File: config.mk
export PLATFORM = sky130hd
export DESIGN_NAME = fifo_rd_drain
export DESIGN_NICKNAME = d
export VERILOG_FILES = /design/src/rtl/fifo_rd_pkg.sv /design/src/rtl/fifo_rd_skid.sv /design/src/rtl/fifo_rd_drain.sv
export SDC_FILE = /design/constraint.sdc
export NUM_CORES = 1
export LEC_CHECK = 0
export BUFFER_PORTS_ARGS = -buffer_cell sky130_fd_sc_hd__buf_2
export CAP_MARGIN = 20
export CELL_PAD_IN_SITES_DETAIL_PLACEMENT = 1
export CELL_PAD_IN_SITES_GLOBAL_PLACEMENT = 1
export CORE_MARGIN = 1.5
export CORE_UTILIZATION = 41
export DETAILED_ROUTE_END_ITERATION = 16
export PLACE_DENSITY_LB_ADDON = 0.08
export SLEW_MARGIN = 10
export SYNTH_ARGS = -nofsm -noshare
export SYNTH_HDL_FRONTEND = slang
export SYNTH_SLANG_ARGS = --single-unit
File: constraint.sdc
create_clock -name rclk_i -period 2.5 [get_ports rclk_i]
set_input_delay 0.625 -clock rclk_i [delete_from_list [all_inputs] [get_ports rclk_i]]
set_output_delay 0.625 -clock rclk_i [all_outputs]
set_load 0.03 [all_outputs]
File: src/rtl/fifo_rd_pkg.sv
// Shared types and constants for the FIFO read-side drain stage.
package fifo_rd_pkg;

  // Skid buffer fill level.
  typedef enum logic [1:0] {
    OCC_EMPTY = 2'd0,
    OCC_ONE   = 2'd1,
    OCC_TWO   = 2'd2
  } occ_e;

  // Entries in the skid buffer; this is also the cap on buffered plus
  // in-flight reads.
  localparam int SKID_DEPTH = 2;

  // Number of words held for a given occupancy state.
  function automatic logic [1:0] occ_count(input occ_e occ);
    logic [1:0] n;
    case (occ)
      OCC_ONE: n = 2'd1;
      OCC_TWO: n = 2'd2;
      default: n = 2'd0;
    endcase
    return n;
  endfunction

endpackage

File: src/rtl/fifo_rd_skid.sv
// Two-entry head/tail skid buffer. The head register drives the output
// directly, so it holds steady while the consumer stalls. The tail only
// fills when a word arrives while the head is still waiting to be taken.
//
// state     | meaning
// OCC_EMPTY | no word buffered, valid_o low
// OCC_ONE   | head holds the oldest word, tail unused
// OCC_TWO   | head holds the oldest word, tail holds the next one
import fifo_rd_pkg::*;

module fifo_rd_skid #(
  parameter int WIDTH = 8
) (
  input  logic             clk_i,
  input  logic             rst_ni,
  input  logic             push_i,
  input  logic             pop_i,
  input  logic             flush_i,
  input  logic [WIDTH-1:0] din_i,
  output logic [WIDTH-1:0] head_o,
  output logic             valid_o,
  output occ_e             occ_o
);

  occ_e             occ_q, occ_d;
  logic [WIDTH-1:0] head_q, head_d;
  logic [WIDTH-1:0] tail_q, tail_d;

  // State and data registers.
  always_ff @(posedge clk_i or negedge rst_ni) begin
    if (!rst_ni) begin
      occ_q  <= OCC_EMPTY;
      head_q <= '0;
      tail_q <= '0;
    end else begin
      occ_q  <= occ_d;
      head_q <= head_d;
      tail_q <= tail_d;
    end
  end

  // Occupancy transitions and data movement on push/pop/flush.
  always_comb begin
    occ_d  = occ_q;
    head_d = head_q;
    tail_d = tail_q;
    if (flush_i) begin
      occ_d = OCC_EMPTY;
    end else begin
      case (occ_q)
        OCC_EMPTY: begin
          if (push_i) begin
            head_d = din_i;
            occ_d  = OCC_ONE;
          end
        end
        OCC_ONE: begin
          if (push_i && pop_i) begin
            // Head leaves and the arriving word replaces it in one step.
            head_d = din_i;
          end else if (push_i) begin
            tail_d = din_i;
            occ_d  = OCC_TWO;
          end else if (pop_i) begin
            occ_d = OCC_EMPTY;
          end
        end
        OCC_TWO: begin
          // A push without a pop cannot happen here: the read issue logic
          // never lets buffered plus in-flight words exceed two.
          if (pop_i) begin
            head_d = tail_q;
            if (push_i) begin
              tail_d = din_i;
            end else begin
              occ_d = OCC_ONE;
            end
          end
        end
        default: begin
          occ_d = OCC_EMPTY;
        end
      endcase
    end
  end

  assign head_o  = head_q;
  assign valid_o = (occ_q != OCC_EMPTY);
  assign occ_o   = occ_q;

endmodule

File: src/rtl/fifo_rd_drain.sv
// Read-side drain stage for the async FIFO, read clock domain. Issues FIFO
// reads only when the word is guaranteed a slot, absorbs the one-cycle read
// latency in the skid buffer, and presents a valid/ready stream. Also keeps
// a sticky read-error flag and a delivered-word counter.
import fifo_rd_pkg::*;

module fifo_rd_drain #(
  parameter int WIDTH = 8,
  parameter int CNT_W = 16
) (
  input  logic             rclk_i,
  input  logic             rst_i,
  input  logic             empty_i,
  input  logic [WIDTH-1:0] rdata_i,
  input  logic             error_i,
  output logic             rd_en_o,
  output logic             m_valid_o,
  output logic [WIDTH-1:0] m_data_o,
  input  logic             m_ready_i,
  input  logic             flush_i,
  input  logic             err_clr_i,
  output logic             err_sticky_o,
  output logic [CNT_W-1:0] rd_count_o
);

  logic             inflight_q, inflight_d;
  logic             err_q, err_d;
  logic [CNT_W-1:0] cnt_q, cnt_d;

  logic             pop;
  logic             push;
  logic             handshake;
  occ_e             occ;
  logic [2:0]       level;

  // Handshake as seen by the consumer.
  assign pop       = m_valid_o && m_ready_i;
  // A flush drops the buffer outright, so a coincident handshake is not
  // counted as a delivery.
  assign handshake = pop && !flush_i;
  // The word returned for last cycle's read; discarded if a flush lands on
  // its arrival cycle.
  assign push      = inflight_q && !flush_i;

  fifo_rd_skid #(
    .WIDTH (WIDTH)
  ) u_skid (
    .clk_i   (rclk_i),
    .rst_ni  (rst_i),
    .push_i  (push),
    .pop_i   (pop),
    .flush_i (flush_i),
    .din_i   (rdata_i),
    .head_o  (m_data_o),
    .valid_o (m_valid_o),
    .occ_o   (occ)
  );

  // Words that will still need a slot after this cycle's pop. A pop always
  // implies at least one buffered word, so this never goes negative.
  assign level = 3'(occ_count(occ)) + 3'(inflight_q) - 3'(pop);

  // Read issue; gated by reset so a non-empty FIFO cannot be read while the
  // stage is held in reset.
  always_comb begin
    rd_en_o = 1'b0;
    if (rst_i && !empty_i && !flush_i && (level < 3'(SKID_DEPTH))) begin
      rd_en_o = 1'b1;
    end
  end

  // Next-state for in-flight tracking, error sticky and delivery counter.
  always_comb begin
    inflight_d = rd_en_o && !flush_i;
    err_d      = err_q;
    if (error_i) begin
      err_d = 1'b1;
    end else if (err_clr_i) begin
      err_d = 1'b0;
    end
    cnt_d = cnt_q;
    if (handshake) begin
      cnt_d = cnt_q + CNT_W'(1);
    end
  end

  // Control registers.
  always_ff @(posedge rclk_i or negedge rst_i) begin
    if (!rst_i) begin
      inflight_q <= 1'b0;
      err_q      <= 1'b0;
      cnt_q      <= '0;
    end else begin
      inflight_q <= inflight_d;
      err_q      <= err_d;
      cnt_q      <= cnt_d;
    end
  end

  assign err_sticky_o = err_q;
  assign rd_count_o   = cnt_q;

endmodule
==> reports/metrics.cfg <==
[critical_path]
cp-start-kind=input pin
slowest_delay_ps=510
crit_path_top_delay_cell=fa_1
path_buf_inv=2
regToRegStartpoint=u_skid.occ_o[1]$_DFFE_PN0P_
r2r_slack_ps=580
cp-end-kind=output pin
crit_top_cell=buf_6
cp_cell_sequence=buf_6 -> nand2b_4 -> nor2_4 -> o21ai_2 -> fa_1 -> nand2_2 -> nor4_4 -> buf_6
worstPathRequired_ps=1880
path_class=in2out
arrival_ps=2000
reg2reg_to=rd_count_o[13]$_DFFE_PN0P_
crit_family=simple AND/OR/NAND/NOR gates
startpoint=m_ready_i
ff2ff_path_depth=6
crit_path_max_fanout=3

[layout]
num-nets-final=209
instances_no_fill=243
drive_above_1_share_pct=49.22
final_cell_mix=39 x buf_2, 35 x dfrtp_1, 26 x mux2_2
final_common_cell=buf_2
fin_util_pct=53.85
diodes=0
syn2layout_area_growth_pct=25.56

[placement]
gp_congestion=0.7542
dp_cells=232
place_ws_ps=-278.5
hpwl_um=2698
portBuffers=41

[routing]
via_count=1261
drtPass1Iterations=4
drcViolationCount=0
wl_per_cell_um=15.62
ant_nets=0
drt_iter0_drc=35
wirelength_um=3796
viasPerCell=5.189

[clock_network]
cts.sinks=36
path_clk_slew_ps=70
clk_latency_ps=280
clockBufferDepth=2
tritoncts=yes
cts_hold_buf=0
cts_buffers=5
cts-root-buf=clkbuf_8
htreeDepth=2

[floorplanning]
die_area_sq_mm=0.004613
die_h_um=67.92
rows=23
coreArea_sq_mm=0.004029
ios=42
die_w_um=67.92
start_util_pct=42.89

[sta]
final.setup.worst_slack_ps=-121.5
skew_ps=4.717
grt_setup_unrepaired=true
timing.fmax_mhz=381.5
max_slew_margin_pct=62.64
final.min_clock_period_ps=2621
hold_violations=0
period_share_pct=104.9
worstMarginPinSlew_ps=559.3
final_max_slew_viol_count=0
final.setup.tns_ps=-121.5
setup_viol=1

[logic_synthesis]
synth_seq_cells=36
async_flop_share_pct=100.0
yosys.area.top_type_share_pct=52.14
synthTopCellsByArea=dfrtp_1 52%, mux2_2 17%, xor2_1 5.6%, xnor2_1 2.5%, nor4_1 2.2%
synth_edf_count=0
synthesis.area_sq_mm=0.001728
yosysTopAreaCell=dfrtp_1
syn_area_per_cell_sq_um=12.43
yosys_warnings=0
synth_flop_cell=dfrtp_1
ys_seq_area_share_pct=52.14
synth_cell_types=30
synthCells=139
syn_nets=156

[status]
status=finished, violations left
violations=setup timing

[worst_hold_path]
worstHoldPathType=in2async

[power_and_ir_drop]
p_sw_w=0.0004963
power_leakage_nw=1.059
power_frac_seq_pct=47.7
p_per_area_mw_per_mm2=702.6
combPwrFrac_pct=24.5
swShare_pct=32.56
power_w=0.001524
intPower_w=0.001028
irDropWorstVdd_uv=427.1
clkPwrFrac_pct=27.8

[global_routing]
grt_max_degree=37
antenna_found_initial=0
track_usage_pct=18.42
grt_pass1_vias=1306
grt-ovfl-total=0
grt_pass1_wl_um=6168

[run]
maxCapViolCount=0

## how the worst max path moves through the flow
stage / end / slack (ps) / cells after the start
CTS: rd_en_o / -100 / 8
global route: rd_en_o / -210 / 8
global placement: rd_en_o / -270 / 8
detailed placement: rd_en_o / -280 / 8
finish: rd_en_o / -120 / 8
floorplan: rd_en_o / -120 / 6
## stage by stage
stage	hold WS, ps	instance area [sq um]
CTS	422.8	2170
global route	438.1	2170
global placement	451.3	2032
finish	395.3	2170
detailed placement	458.4	2032
floorplan	329.4	1754
## Yosys cell counts (2+ instances only)
cell,instances
dfrtp_1,36
nand2_1,7
mux2_2,26
nand4_1,4
xnor2_1,5
or4b_4,2
nor3_1,5
o21ai_0,2
buf_6,2
xor2_1,11
nor2_1,6
nand3_1,3
nand2b_1,2
nand3b_1,3
nor4_1,6
inv_1,5
## per-layer routing
layer / GRT usage [%] / routed length [um] / up-vias
met5: 0 / 0 / -
met1: 21.38 / 1601 / 630
li1: - / - / 593
met2: 29.98 / 1913 / 32
met3: 7.237 / 232 / 6
met4: 8.250 / 50 / 0
## kinds of logic after synthesis
| logic type | synth area share [%] |
|---|---|
| compound gates | 2.752 |
| xor+xnor | 8.110 |
| fa+ha+maj | 1.883 |
| buf+inv | 3.041 |
| flops | 52.14 |
| mux | 16.94 |
| simple gates | 15.13 |
## repair_timing
item / in CTS / in global routing
endpoints found under the setup margin: 1 / 1
gates resized for setup: 7 / 0
pin swaps: 5 / 0
buffers inserted: 3 / 0
## flip-flops by register name (all words and copies together), names as in the netlist
register / flops
err_sticky_o: 1
inflight_q: 1
rd_count_o: 16
u_skid.head_o: 8
u_skid.occ_o: 2
u_skid.tail_q: 8
## layout make-up
class	instances	area (sq um)
Fill cell	451	1859
Sequential cell	36	902.1
Multi-Input combinational cell	94	810.8
Timing Repair Buffer	50	285.3
Clock buffer	8	90.09
Tap cell	50	62.56
Inverter	5	18.77
## power by group through the flow
stage               clock network [W]  registers, W  logic [W]
floorplan                           0      0.000870   0.000110
global placement                    0      0.000735   0.000364
detailed placement                  0      0.000740   0.000373
CTS                          0.000437      0.000729   0.000380
global route                 0.000463      0.000742   0.000406
finish                       0.000423      0.000727   0.000374
(Power assumes the default switching activity.)
